## config.mk

```make
export PLATFORM = sky130hd
export DESIGN_NAME = multi_axis_stepper
export DESIGN_NICKNAME = d
export VERILOG_FILES = /design/src/rtl/multi_axis_stepper.sv
export SDC_FILE = /design/constraint.sdc
export NUM_CORES = 1
export LEC_CHECK = 0
export CAP_MARGIN = 15
export CORE_ASPECT_RATIO = 0.8
export CORE_MARGIN = 4
export CORE_UTILIZATION = 40
export CTS_CLUSTER_SIZE = 12
export DETAILED_ROUTE_END_ITERATION = 7
export SLEW_MARGIN = 15
export SYNTH_ARGS = -nofsm -noshare
export SYNTH_HDL_FRONTEND = slang
export SYNTH_SLANG_ARGS = --single-unit
```

## constraint.sdc

```tcl
create_clock -name clk -period 3.35 [get_ports clk]
set_input_delay 0.5025 -clock clk [delete_from_list [all_inputs] [get_ports clk]]
set_output_delay 0.5025 -clock clk [all_outputs]
set_load 0.005 [all_outputs]
```

## src/rtl/multi_axis_stepper.sv

```systemverilog
// N-axis step/direction generator: per-axis rate-limited, limit-checked step pulses
// with direction-setup time and a saturating position counter.
module multi_axis_stepper #(
  parameter int unsigned NUM_AXES  = 3,
  parameter int unsigned POS_W     = 16,
  parameter int unsigned STEP_DIV  = 50000,
  parameter int unsigned PULSE_W   = 500,
  parameter int unsigned DIR_SETUP = 250
) (
  input  logic                      clk,
  input  logic                      reset,
  input  logic [NUM_AXES-1:0]       cmd_pos,
  input  logic [NUM_AXES-1:0]       cmd_neg,
  input  logic [NUM_AXES-1:0]       pos_enable,
  input  logic [NUM_AXES-1:0]       neg_enable,
  input  logic                      global_enable,
  input  logic [NUM_AXES*POS_W-1:0] upper_limit,
  input  logic [NUM_AXES-1:0]       home,
  output logic [NUM_AXES-1:0]       step,
  output logic [NUM_AXES-1:0]       dir,
  output logic [NUM_AXES*POS_W-1:0] position,
  output logic [NUM_AXES-1:0]       at_upper,
  output logic [NUM_AXES-1:0]       at_lower,
  output logic [NUM_AXES-1:0]       busy
);

  localparam int unsigned MAX_CNT = (STEP_DIV > DIR_SETUP) ? STEP_DIV : DIR_SETUP;
  localparam int unsigned CNT_W   = $clog2(MAX_CNT + 1);

  typedef enum logic [1:0] {IDLE, SETUP, PULSE, HOLD} state_t;

  for (genvar i = 0; i < NUM_AXES; i++) begin : g_axis
    state_t           state, state_nx;
    logic [CNT_W-1:0] cnt, cnt_nx;
    logic [POS_W-1:0] pos, pos_nx, lim;
    logic             step_r, step_nx, dir_r, dir_nx, busy_r;
    logic             pos_req, neg_req, same_req, opp_req, done, start;

    assign lim      = upper_limit[i*POS_W +: POS_W];
    assign pos_req  = global_enable & pos_enable[i] & cmd_pos[i] & ~cmd_neg[i] & (pos < lim);
    assign neg_req  = global_enable & neg_enable[i] & cmd_neg[i] & ~cmd_pos[i] & (pos != '0);
    assign same_req = dir_r ? pos_req : neg_req;
    assign opp_req  = dir_r ? neg_req : pos_req;
    assign done     = (cnt == '0);

    // Next-state: a started pulse always runs PULSE then HOLD to completion.
    always_comb begin
      state_nx = state;
      cnt_nx   = cnt;
      step_nx  = step_r;
      dir_nx   = dir_r;
      pos_nx   = pos;
      start    = 1'b0;
      unique case (state)
        IDLE: begin
          if (same_req) begin
            start = 1'b1;
          end else if (opp_req) begin
            dir_nx   = ~dir_r;
            state_nx = SETUP;
            cnt_nx   = CNT_W'(DIR_SETUP - 1);
          end
        end
        SETUP: begin
          if (opp_req) begin
            dir_nx = ~dir_r;
            cnt_nx = CNT_W'(DIR_SETUP - 1);
          end else if (done) begin
            if (same_req) start = 1'b1;
            else state_nx = IDLE;
          end else begin
            cnt_nx = cnt - 1'b1;
          end
        end
        PULSE: begin
          if (done) begin
            step_nx  = 1'b0;
            state_nx = HOLD;
            cnt_nx   = CNT_W'(STEP_DIV - PULSE_W - 1);
          end else begin
            cnt_nx = cnt - 1'b1;
          end
        end
        HOLD: begin
          if (done) begin
            if (same_req) begin
              start = 1'b1;
            end else if (opp_req) begin
              dir_nx   = ~dir_r;
              state_nx = SETUP;
              cnt_nx   = CNT_W'(DIR_SETUP - 1);
            end else begin
              state_nx = IDLE;
            end
          end else begin
            cnt_nx = cnt - 1'b1;
          end
        end
        default: state_nx = IDLE;
      endcase
      if (start) begin
        state_nx = PULSE;
        step_nx  = 1'b1;
        cnt_nx   = CNT_W'(PULSE_W - 1);
        pos_nx   = dir_r ? pos + 1'b1 : pos - 1'b1;
      end
      // Home wins over a same-edge position step.
      if (home[i]) pos_nx = '0;
    end

    always_ff @(posedge clk) begin
      if (!reset) begin
        state  <= IDLE;
        cnt    <= '0;
        step_r <= 1'b0;
        dir_r  <= 1'b0;
        pos    <= '0;
        busy_r <= 1'b0;
      end else begin
        state  <= state_nx;
        cnt    <= cnt_nx;
        step_r <= step_nx;
        dir_r  <= dir_nx;
        pos    <= pos_nx;
        busy_r <= (state_nx != IDLE);
      end
    end

    assign step[i]                    = step_r;
    assign dir[i]                     = dir_r;
    assign busy[i]                    = busy_r;
    assign position[i*POS_W +: POS_W] = pos;
    assign at_upper[i]                = (pos >= lim);
    assign at_lower[i]                = (pos == '0);
  end

endmodule

```

==> metrics <==
HP Class=flop to flop; EDFF count, synth=0; Hold Fails Final Rpt=0; FF-to-FF End=g_axis[0].pos[15]$_SDFFE_PP0P_; Syn-to-layout area delta=24.5%; WHS=486 ps; total gr overflow=0; CP required=2850 ps; synthesized area=9090 um^2; sw frac=34.0%; status=finished clean; P_sw=1.26 mW; commonest non-fill, non-tap cells in the layout=a21oi_1, nand2_1, clkdlybuf4s50_1, dfxtp_1, ha_1; Worst slew margin=51.0%; Mapped Avg Cell Area=7.65 um^2; number of inserted diodes=0; Final Max Tran Viols=0; XOR/XNOR share of the synthesized area=4.72%; share of post-route cells with drive strength above 1=7.51%; FF-to-FF setup slack=290 ps; first-pass GRT wire length=42.9 mm; initial antenna violation count=0; gp weighted congestion=0.877; Buffers on Ports=128; CP Class=input pin to output pin; Max-Cap Viols=0; Final Power=3.69 mW; Peak Freq=319 MHz; CTS max path bufs=2; Synth Area in Compound Gates=25.8%; mux contribution to synthesized area=2.12%; io pins=129; number of global-route vias before repair=8340; flops & latches, synth=111; Seq pwr share=38.5%; crit start category=input pin; wire per inst=15.7 um; worst setup path startpoint=upper_limit[9]; post-DP HPWL=20.1 mm; synth unique cells=79; type of element capturing the critical path=output pin; Slew @ Worst Pin=735 ps; area leader, netlist=dfxtp_1; Initial Util=40.5%; final setup fails=0; via count=9135; critical path fanouts, max=3; Synth warnings=0; Synth Flop Type=dfxtp_1; largest net degree at the start of global routing=21; part of the cycle the worst path needs=93.5%; die area=25200 um^2; post-synth top area share=24.4%; P per Cell Area=326 nW/um^2; Async SR Flop Fraction=0%; TritonCTS clock tree=done; Final Critical Period=3130 ps; Site Rows=49; commonest non-fill, non-tap cell in the layout=a21oi_1; routed vias/inst=5.53; Post-Synth Simple-Gate Area=23.0%; Mapped Nets=1353; Reg2Reg Depth=10; Worst Skew=9.88 ps; drt drc=0; drt first pass iters=5; internal power=2.44 mW; GRT Util Overall=20.3%; Layout Nets=1504; initial DRC count=581; clock-pin transition on the worst setup and hold timing paths=70 ps; Worst Setup EP=at_upper[0]; post-CTS setup buffer count=0; root buf cell=clkbuf_16; Final ANT Viol Nets=0; H-tree Lvls=3; Post-Synthesis Cells=1189; main combinational cell family by area after synthesis=compound AO/OA/AOI/OAI gates; unrepaired setup endpoints after global routing=false; WL final=25.9 mm; Leak=4.74 nW; Chip Height=143 um; Clock Sinks=111; Synth area leaders=dfxtp_1, ha_1, a21oi_1, nand2_1, xnor2_1; Fill cells=2260; worst r2r src=g_axis[0].dir_r$_SDFFE_PN0P_; register area share after synthesis=24.4%; Inserted Clock Buffers=9; Clock Power Share=31.7%; Peak VDD IR=254 uV; Comb pwr share=29.8%; adder-cell share of the synthesized area=14.0%; Core ar.=22400 um^2; Arr. time, crit path=2630 ps; Die W=177 um; Clock Latency Late Sink=360 ps
==> power by group through the flow <==
| stage | registers (mW) | logic, mW | clock network, mW |
|---|---|---|---|
| final | 1.42 | 1.10 | 1.17 |
| after global routing | 1.43 | 1.22 | 1.26 |
| after CTS | 1.42 | 1.09 | 1.20 |
| after detailed placement | 1.45 | 1.08 | 0 |
| after global placement | 1.45 | 1.07 | 0 |
| after floorplan | 1.43 | 0.760 | 0 |
==> per-stage QoR <==
| step | std cells | setup slack [ps] | area, um^2 | utilization (%) | setup TNS, ps |
|---|---|---|---|---|---|
| 2_1_floorplan | 1189 | 241 | 9090 | - | 0 |
| 3_3_place_gp | 1635 | 45.7 | 11000 | 49.0 | 0 |
| 3_5_place_dp | 1635 | -2.53 | 11000 | 49.0 | -7.41 |
| 4_1_cts | 1651 | 14.9 | 11300 | 50.4 | 0 |
| 5_1_grt | 1651 | 17.8 | 11300 | 50.4 | 0 |
| 6_report | 1651 | 217 | 11300 | 50.4 | 0 |
==> worst min-delay path by stage <==
stage / startpoint / end / slack (ps) / cells past startpoint
global route: g_axis[2].cnt[12]$_SDFFE_PP0P_ / g_axis[2].cnt[12]$_SDFFE_PP0P_ / 520 / 2
finish: g_axis[2].step_r$_SDFFE_PN0P_ / g_axis[2].step_r$_SDFFE_PN0P_ / 490 / 2
global placement: g_axis[2].step_r$_SDFFE_PN0P_ / g_axis[2].step_r$_SDFFE_PN0P_ / 470 / 2
floorplan: g_axis[2].cnt[11]$_SDFFE_PP0P_ / g_axis[2].cnt[11]$_SDFFE_PP0P_ / 450 / 2
detailed placement: g_axis[2].step_r$_SDFFE_PN0P_ / g_axis[2].step_r$_SDFFE_PN0P_ / 480 / 2
CTS: g_axis[2].step_r$_SDFFE_PN0P_ / g_axis[2].step_r$_SDFFE_PN0P_ / 490 / 2
==> timing repair <==
action,4_1_cts,5_1_grt
gates resized for setup,0,5
setup endpoints to repair,0,4
hold buffers,0,0
==> synthesized netlist by cell type, types with 5 or more instances <==
library cell,number
a2111oi_0,6
a211oi_1,18
a21o_1,31
a21oi_1,132
a311oi_1,14
a31oi_1,13
and2_1,10
and3_1,9
and4_1,7
buf_2,5
buf_4,9
clkbuf_1,29
dfxtp_1,111
ha_1,95
inv_1,78
mux2i_1,17
nand2_1,130
nand2b_1,7
nand3_1,30
nand3b_1,5
nand4_1,9
nand4b_1,6
nor2_1,83
nor2b_1,6
nor3_1,45
nor4_1,22
o211ai_1,9
o21a_1,16
o21ai_0,64
o21bai_1,5
o22ai_1,8
o31ai_1,6
or3_1,20
xnor2_1,40
xor2_1,9
==> registers in the layout, summed over array words and instances (netlist names) <==
signal and count:
g_axis.cnt 48, g_axis.pos 48, g_axis.state 6, g_axis.busy_r 3, g_axis.dir_r 3, g_axis.step_r 3
==> layer usage <==
metal	share of wire [%]	global-route usage, %
met1	51	30.9
met2	44	30.7
met3	4.2	3.41
met4	0.82	2.97
met5	0	0
==> critical path: stages <==
cell,delay [ps]
clkdlybuf4s50_1,450
inv_1,40
ha_1,300
a211oi_1,220
o21ai_0,150
a211oi_2,210
buf_4,160
o21ai_0,120
clkdlybuf4s50_1,480
==> kinds of logic after synthesis <==
family | after synthesis
simple gates | 413
compound gates | 369
buf+inv | 128
flops | 111
fa+ha+maj | 100
xor+xnor | 49
mux | 19
==> final cells by class <==
class                           count  area, um^2  area share (%)
Timing Repair Buffer              187        1750            15.5
Clock buffer                        9         225            1.99
Clock inverter                      7        86.3           0.763
Multi-Input combinational cell    950        6340            56.1
Sequential cell                   111        2220            19.6
Tap cell                          306         383            3.38
Inverter                           81         304            2.69
(Power assumes the default switching activity.)
